<file path="config.mk">
export PLATFORM = sky130hd
export DESIGN_NAME = char_ram_line_reader
export DESIGN_NICKNAME = d
export VERILOG_FILES = /design/src/rtl/char_ram_line_reader.sv
export SDC_FILE = /design/constraint.sdc
export NUM_CORES = 1
export LEC_CHECK = 0
export ABC_AREA = 0
export BUFFER_PORTS_ARGS = -buffer_cell sky130_fd_sc_hd__buf_2
export CORE_UTILIZATION = 40
export DETAILED_ROUTE_END_ITERATION = 8
export GPL_ROUTABILITY_DRIVEN = 0
export HOLD_SLACK_MARGIN = 0.12
export SETUP_SLACK_MARGIN = 0.05
export SYNTH_ARGS = -nofsm -noshare
export SYNTH_HDL_FRONTEND = slang
export SYNTH_SLANG_ARGS = --single-unit
</file>
<file path="constraint.sdc">
create_clock -name clock50MHz -period 4 [get_ports clock50MHz]
set_input_delay 0.6 -clock clock50MHz [delete_from_list [all_inputs] [get_ports clock50MHz]]
set_output_delay 0.6 -clock clock50MHz [all_outputs]
set_load 0.005 [all_outputs]
</file>
<file path="src/rtl/char_ram_line_reader.sv">
// ---------------------------------------------------------------------------
// char_ram_line_reader
//
// Read-side consumer of the text-mode character RAM. During horizontal
// blanking of the last pixel line of a text row it copies the next row of
// character codes into a local line buffer. During active video it turns
// the buffered codes into pixels through the font ROM. Each text cell is
// 8x16 pixels and cell (row, col) lives at address row*COLS + col.
//
// Optional feature macro: CHAR_RAM_READER_BGBOX_EN
//   defined   : a visible, non-blank cell draws 8'h20 where its glyph bit is 0
//   undefined : those pixels are 0 (transparent)
//
// Ports
//   clock50MHz      in   1  system clock
//   resetn          in   1  synchronous, active-low reset
//   xOrd            in  10  pixel column
//   yOrd            in  10  pixel line
//   visible         in   1  active video
//   charRamAddrB    out 13  character RAM read address (1-cycle read latency)
//   charRamDataRdB  in   7  character RAM read data
//   fontAddr        out 11  font ROM address {code, glyphRow} (1-cycle latency)
//   fontRowData     in   8  font ROM row, bit 7 = leftmost pixel
//   pixelR/G/B      out  8  text colour; 0 means transparent downstream
//   fetchBusy       out  1  line fetch in progress (FETCH or DRAIN)
//
// Handshake: there is no valid/ready pair. A fetch starts on the rising edge
// of the trigger condition while IDLE; a trigger seen while busy is dropped.
// Pixels appear exactly two clocks after the xOrd/yOrd/visible that made them.
// ---------------------------------------------------------------------------
module char_ram_line_reader #(
  parameter int COLS     = 80,
  parameter int ROWS     = 30,
  parameter int H_ACTIVE = 640,
  parameter int V_TOTAL  = 525
) (
  input  logic        clock50MHz,
  input  logic        resetn,
  input  logic [9:0]  xOrd,
  input  logic [9:0]  yOrd,
  input  logic        visible,
  output logic [12:0] charRamAddrB,
  input  logic [6:0]  charRamDataRdB,
  output logic [10:0] fontAddr,
  input  logic [7:0]  fontRowData,
  output logic [7:0]  pixelR,
  output logic [7:0]  pixelG,
  output logic [7:0]  pixelB,
  output logic        fetchBusy
);

  localparam logic [9:0]  H_ACTIVE_L   = 10'(H_ACTIVE);
  localparam logic [9:0]  LAST_TXT_LN  = 10'(16 * ROWS - 1);
  localparam logic [9:0]  LAST_FRM_LN  = 10'(V_TOTAL - 1);
  localparam logic [6:0]  COLS_L7      = 7'(COLS);
  localparam logic [6:0]  LAST_COL     = 7'(COLS - 1);
  localparam logic [12:0] COLS_L13     = 13'(COLS);

`ifdef CHAR_RAM_READER_BGBOX_EN
  localparam logic [7:0]  BG_LEVEL     = 8'h20;
`else
  localparam logic [7:0]  BG_LEVEL     = 8'h00;
`endif

  typedef enum logic [1:0] {
    IDLE  = 2'd0,
    FETCH = 2'd1,
    DRAIN = 2'd2
  } state_t;

  // ---------------------------------------------------------------------
  // Fetch control
  // ---------------------------------------------------------------------
  state_t      state_q;
  logic [6:0]  col_q;
  logic [12:0] addr_q;
  logic        busy_q;
  logic        line_valid_q;
  logic        trig_cond_q;
  logic        wr_en_q;
  logic [6:0]  wr_idx_q;

  logic        trig_cond;
  logic        trig_fire;
  logic [5:0]  next_row;
  logic [12:0] start_addr;

  // Last pixel line of a text row (not the final one) loads the next row;
  // the last line of the frame loads row 0 for the next frame.
  assign trig_cond = (xOrd == H_ACTIVE_L) &&
                     (((yOrd[3:0] == 4'hF) && (yOrd < LAST_TXT_LN)) ||
                      (yOrd == LAST_FRM_LN));

  // Firing on the rising edge keeps it to one fetch per line even when
  // xOrd dwells on H_ACTIVE for several system clocks.
  assign trig_fire  = trig_cond && !trig_cond_q;
  assign next_row   = 6'((yOrd + 10'd1) >> 4);
  assign start_addr = (yOrd == LAST_FRM_LN) ? 13'd0
                                            : ({7'd0, next_row} * COLS_L13);

  always_ff @(posedge clock50MHz) begin
    if (!resetn) begin
      state_q      <= IDLE;
      col_q        <= 7'd0;
      addr_q       <= 13'd0;
      busy_q       <= 1'b0;
      line_valid_q <= 1'b0;
      trig_cond_q  <= 1'b0;
      wr_en_q      <= 1'b0;
      wr_idx_q     <= 7'd0;
    end else begin
      trig_cond_q <= trig_cond;
      // Data for the address shown this cycle returns next cycle; the write
      // strobe follows the address by one clock to line up with it.
      wr_en_q     <= (state_q == FETCH);
      wr_idx_q    <= col_q;
      case (state_q)
        IDLE: begin
          if (trig_fire) begin
            state_q <= FETCH;
            busy_q  <= 1'b1;
            addr_q  <= start_addr;
            col_q   <= 7'd0;
          end
        end
        FETCH: begin
          if (col_q == LAST_COL) begin
            state_q <= DRAIN;
          end else begin
            col_q  <= col_q + 7'd1;
            addr_q <= addr_q + 13'd1;
          end
        end
        DRAIN: begin
          // The last byte is written this cycle via wr_en_q.
          state_q      <= IDLE;
          busy_q       <= 1'b0;
          line_valid_q <= 1'b1;
        end
        default: begin
          state_q <= IDLE;
          busy_q  <= 1'b0;
        end
      endcase
    end
  end

  assign charRamAddrB = addr_q;
  assign fetchBusy    = busy_q;

  // ---------------------------------------------------------------------
  // Line buffer (contents are not reset; line_valid_q qualifies them)
  // ---------------------------------------------------------------------
  logic [6:0] line_buf [0:COLS-1];

  always_ff @(posedge clock50MHz) begin
    if (wr_en_q) begin
      line_buf[wr_idx_q] <= charRamDataRdB;
    end
  end

  // ---------------------------------------------------------------------
  // Render pipeline
  //   stage 1: code lookup, registered fontAddr
  //   stage 2: font ROM data returns; pixel is picked from it directly
  // ---------------------------------------------------------------------
  logic [6:0]  col_idx;
  logic        col_in_range;
  logic [6:0]  code_d;

  logic [6:0]  code_q;
  logic [2:0]  bit_sel_q;
  logic        vis_q;
  logic [10:0] font_addr_q;

  logic        show2_q;
  logic [2:0]  bit_sel2_q;
  logic        show_d;
  logic [7:0]  pix_d;

  assign col_idx      = xOrd[9:3];
  assign col_in_range = (col_idx < COLS_L7);
  // Columns past the text area read as blank code 0, which renders clear.
  assign code_d       = col_in_range ? line_buf[col_idx] : 7'd0;

  always_ff @(posedge clock50MHz) begin
    if (!resetn) begin
      code_q      <= 7'd0;
      bit_sel_q   <= 3'd0;
      vis_q       <= 1'b0;
      font_addr_q <= 11'd0;
      show2_q     <= 1'b0;
      bit_sel2_q  <= 3'd0;
    end else begin
      code_q      <= code_d;
      bit_sel_q   <= xOrd[2:0];
      vis_q       <= visible;
      font_addr_q <= {code_d, yOrd[3:0]};
      show2_q     <= show_d;
      bit_sel2_q  <= bit_sel_q;
    end
  end

  // Codes 0 and 32 (space) are blank cells and never draw, not even a box.
  assign show_d = vis_q && line_valid_q && (code_q != 7'd0) && (code_q != 7'd32);

  always_comb begin
    pix_d = 8'h00;
    if (show2_q) begin
      pix_d = fontRowData[3'd7 - bit_sel2_q] ? 8'hFF : BG_LEVEL;
    end
  end

  assign fontAddr = font_addr_q;
  assign pixelR   = pix_d;
  assign pixelG   = pix_d;
  assign pixelB   = pix_d;

endmodule

</file>
==> run summary <==
Among all flip-flop cells after synthesis, the most frequent one is sky130_fd_sc_hd__edfxtp_1. The run gives 3.51 ns as the arrival time reported for the critical path endpoint. Across all register-to-register paths, the minimum setup slack is 1.29 ns. For this run the aggregate overflow at the end of global routing stands at 0. Measured against its own limit, the worst slew margin works out to 20.6%.

The detailed router finished its first iteration with 960 violations. The logs give 55.3 mm for the total routed wirelength and 62,300 µm² for the floorplan die area. For this run, the number of Yosys warnings is 0. A synthesized cell averages 18.1 µm². The run finished with clean final reports. The detailed placement HPWL is 34.8 mm, and the highest net fanout along the worst path is 4.

The non-filler instance count after layout was 2,272. Once the clock tree was built, the resizer swapped 0 gates to a different size. The sink count of the clock tree is 612.

At the pin with the least slew margin, the transition time is 1.19 ns. The run gives 2 as the initial antenna violation count. Setup repair after global routing left no endpoint under its margin. Global routing used 18.0% of the available tracks. The worst hold path was traced through 2 stages. In this run, CTS created clock tree buffers numbering 60. The first global-routing pass estimated 82.9 mm of wire. The die is 250 µm tall.

The number of I/O pins is 87, and the final critical path time including I/O delays and setup is 2.98 ns. Sorting the synthesized cells by area gives the leading types as sky130_fd_sc_hd__edfxtp_1 69%, sky130_fd_sc_hd__mux4_2 11%, sky130_fd_sc_hd__dfxtp_1 4.2%. The synthesized design contains 560 enable-type register cells. The share of layout cells above drive strength 1 came out at 22.7%.

TritonCTS built the clock tree. The min-delay analysis places its worst path in the category input pin to register. The area growth from synthesis to layout was 12.7%. The share of synthesized area in the top cell type comes to 68.5%.

The smallest setup slack after layout came out at 1.02 ns. For this run, design rule violations remaining after detail routing come to 0. Summed over all instances, the cell type with the most area after synthesis is sky130_fd_sc_hd__edfxtp_1.

The tools report the clock root buffer as sky130_fd_sc_hd__clkbuf_16. Across all hold checks on the routed design, the worst slack comes to 0.191 ns. The tools report the count of pins over their slew limit as 0. In this run the critical register-to-register path is captured at line_buf[47][1]. Clock latency on the worst-skew pair, taken at its later pin, is 0.63 ns. The via count normalized by instance count is 5.57. The maximum level of the CTS H-tree came out at 2. The startpoint identified for the worst register-to-register timing path is wr_idx_q[2]. The run gives 24,500 µm² as the area of the mapped netlist. The run gives 1,488 as the number of nets at the end of the flow. In the final routed layout, each cell accounts on average for 24.3 µm. The worst setup path is captured at a register. Summing the sequential cell areas from Yosys gives 72.8% of the chip area.

The tool flagged a number of max-cap violations equal to 0. The run gives 0 ns as the aggregate negative setup slack. Port buffering added 86 buffers. For the total nets after synthesis, the log shows 1,404. The final period utilization works out to 74.6%. Worst reg2reg path depth: 2. The power density relative to cell area was 481 nW/µm². The count of endpoints failing hold in the final timing report came out at 0. For the core area, the log shows 60,500 µm². After clock tree synthesis, the clock-pin slew on the worst setup and hold paths is 0.06 ns. The worst setup path is of the input pin to register kind.

VDD sags by at most 0.000353 V. The worst hold path begins at visible. Leaving out fill and tap cells, the most frequent cells in the layout are 560 x sky130_fd_sc_hd__edfxtp_1, 117 x sky130_fd_sc_hd__mux4_2, 113 x sky130_fd_sc_hd__nor2_1. The total setup buffers inserted after CTS was 0. In this run, synthesis produced a sequential element count of 612. At the placement stage, the worst setup path has a slack of 0.465 ns. The netlist uses 60 different library cells.

Once layout is done, the placed cells without fillers occupy 27,700 µm². The die is 250 µm wide. The logs give 0 for the total setup violations reported at the end of the flow and 0.0120 ns for the setup clock skew after layout.

The number of rows created at floorplan is 90, and the number of placed instances, taps included is 2,160. The required arrival time at the worst endpoint was 4.53 ns. The tools report the pin count of the biggest net entering global routing as 64.

Tracing the worst setup path back leads to its startpoint at yOrd[0]. The longest clock path from root to sink contains 3 buffers. Derived from the worst setup path, the maximum achievable clock frequency is 335 MHz. The library cell used most frequently in the layout, excluding fill and tap cells, is sky130_fd_sc_hd__edfxtp_1. Summing all placed instances gives a cell area of 25,600 µm². The first detailed-routing pass ran for 5 iterations. The worst setup path is launched from an input pin. In this run, post-CTS hold repair placed 0 buffers.

Once the floorplan was initialized, standard cells occupied 40.6% of the core. 0 antenna diodes ended up in the layout. Of all flip-flops after synthesis, the portion carrying an async set or reset was 0%. The remaining antenna violation count after routing was 0; the via count of the first global-routing pass was 12,700. Summing over every cut layer, the via total after detailed routing is 12,700.

Synthesis produced 1,356 cells. For hold timing, the worst endpoint is vis_q. Summed over all cells, the static leakage comes to 9.07 nW.
## where the power goes
| group | total [mW] | leakage (nW) | switching [mW] | internal [mW] |
|---|---|---|---|---|
| Clock | 5.69 | 0.999 | 2.39 | 3.30 |
| Sequential | 6.99 | 5.45 | 0.00994 | 6.98 |
| Combinational | 0.615 | 2.62 | 0.377 | 0.239 |
## how the worst max path moves through the flow
stage,to,slack (ns),cells after the start
2_1_floorplan,charRamAddrB[11],0.83,13
3_3_place_gp,charRamAddrB[11],0.53,14
3_5_place_dp,charRamAddrB[11],0.47,14
4_1_cts,pixelG[4],0.96,4
5_1_grt,charRamAddrB[11],0.79,14
6_report,charRamAddrB[11],1.02,14
## logic make-up (layout without fill, tap and decap cells)
logic type	Yosys count	after routing	synth area share (%)
flip-flops	612	612	72.8
AND/OR/NAND/NOR	286	286	5.71
multiplexers	206	206	14.4
AO/OA/AOI/OAI	133	133	3.68
buffers and inverters	95	229	2.42
XOR/XNOR	14	14	0.500
adder cells (fa/ha/maj)	10	10	0.540
## per-layer routing
| layer | track usage, % | part of all wire (%) |
|---|---|---|
| met3 | 2.91 | 6.4 |
| met4 | 6.30 | 2.8 |
| met1 | 26.5 | 46 |
| met5 | 0 | 0 |
| met2 | 27.0 | 45 |
## registers in the layout, summed over array words and instances, names as in the netlist
name,flops
vis_q,1
code_q,7
bit_sel_q,3
fontAddr,4
bit_sel2_q,3
trig_cond_q,1
wr_en_q,1
wr_idx_q,7
col_q,7
fetchBusy,1
state_q,2
show2_q,1
line_buf,560
line_valid_q,1
charRamAddrB,13
## layout make-up
class / instances / area [µm²]
timing repair buffer: 112 / 693
clock buffer: 90 / 1830
clock inverter: 22 / 199
multi-input combinational: 649 / 6090
inverter: 5 / 18.8
sequential: 612 / 17900
fill: 5050 / 32800
tap: 782 / 978
## through the flow
step,power (mW),util (%)
final,13.3,45.8
after global routing,13.7,45.8
after CTS,13.4,45.8
after detailed placement,7.75,42.4
after global placement,7.74,42.4
after floorplan,7.49,-
## worst max-delay path: stages
cell and delay, ns:
sky130_fd_sc_hd__buf_2 0.10, sky130_fd_sc_hd__and4_1 0.26, sky130_fd_sc_hd__and3_1 0.22, sky130_fd_sc_hd__nand2_1 0.12, sky130_fd_sc_hd__xnor2_1 0.23, sky130_fd_sc_hd__ha_1 0.27, sky130_fd_sc_hd__ha_1 0.23, sky130_fd_sc_hd__fa_1 0.41
sky130_fd_sc_hd__a21o_1 0.17, sky130_fd_sc_hd__a21oi_1 0.22, sky130_fd_sc_hd__xor2_1 0.22, sky130_fd_sc_hd__xnor2_1 0.14, sky130_fd_sc_hd__a21oi_1 0.08, sky130_fd_sc_hd__o32ai_1 0.24
## cell usage after synthesis, drive strengths merged, types with 4 or more instances
library cell  count
edfxtp          560
mux4            117
nor2            115
mux2i            84
buf              65
dfxtp            52
nand2            42
a21oi            36
nand3            30
and2             25
clkbuf           25
o21ai            23
nor2b            18
a22oi            11
nor3             10
o22ai            10
ha                9
nand4             9
and3              8
xnor2             8
o221ai            7
a221oi            6
xor2              6
a22o              5
and4              5
inv               5
mux2              5
nand2b            5
nand3b            5
a2111oi           4
a211oi            4
a31oi             4
nor4              4
No activity file was read; power rests on OpenSTA's default activity.
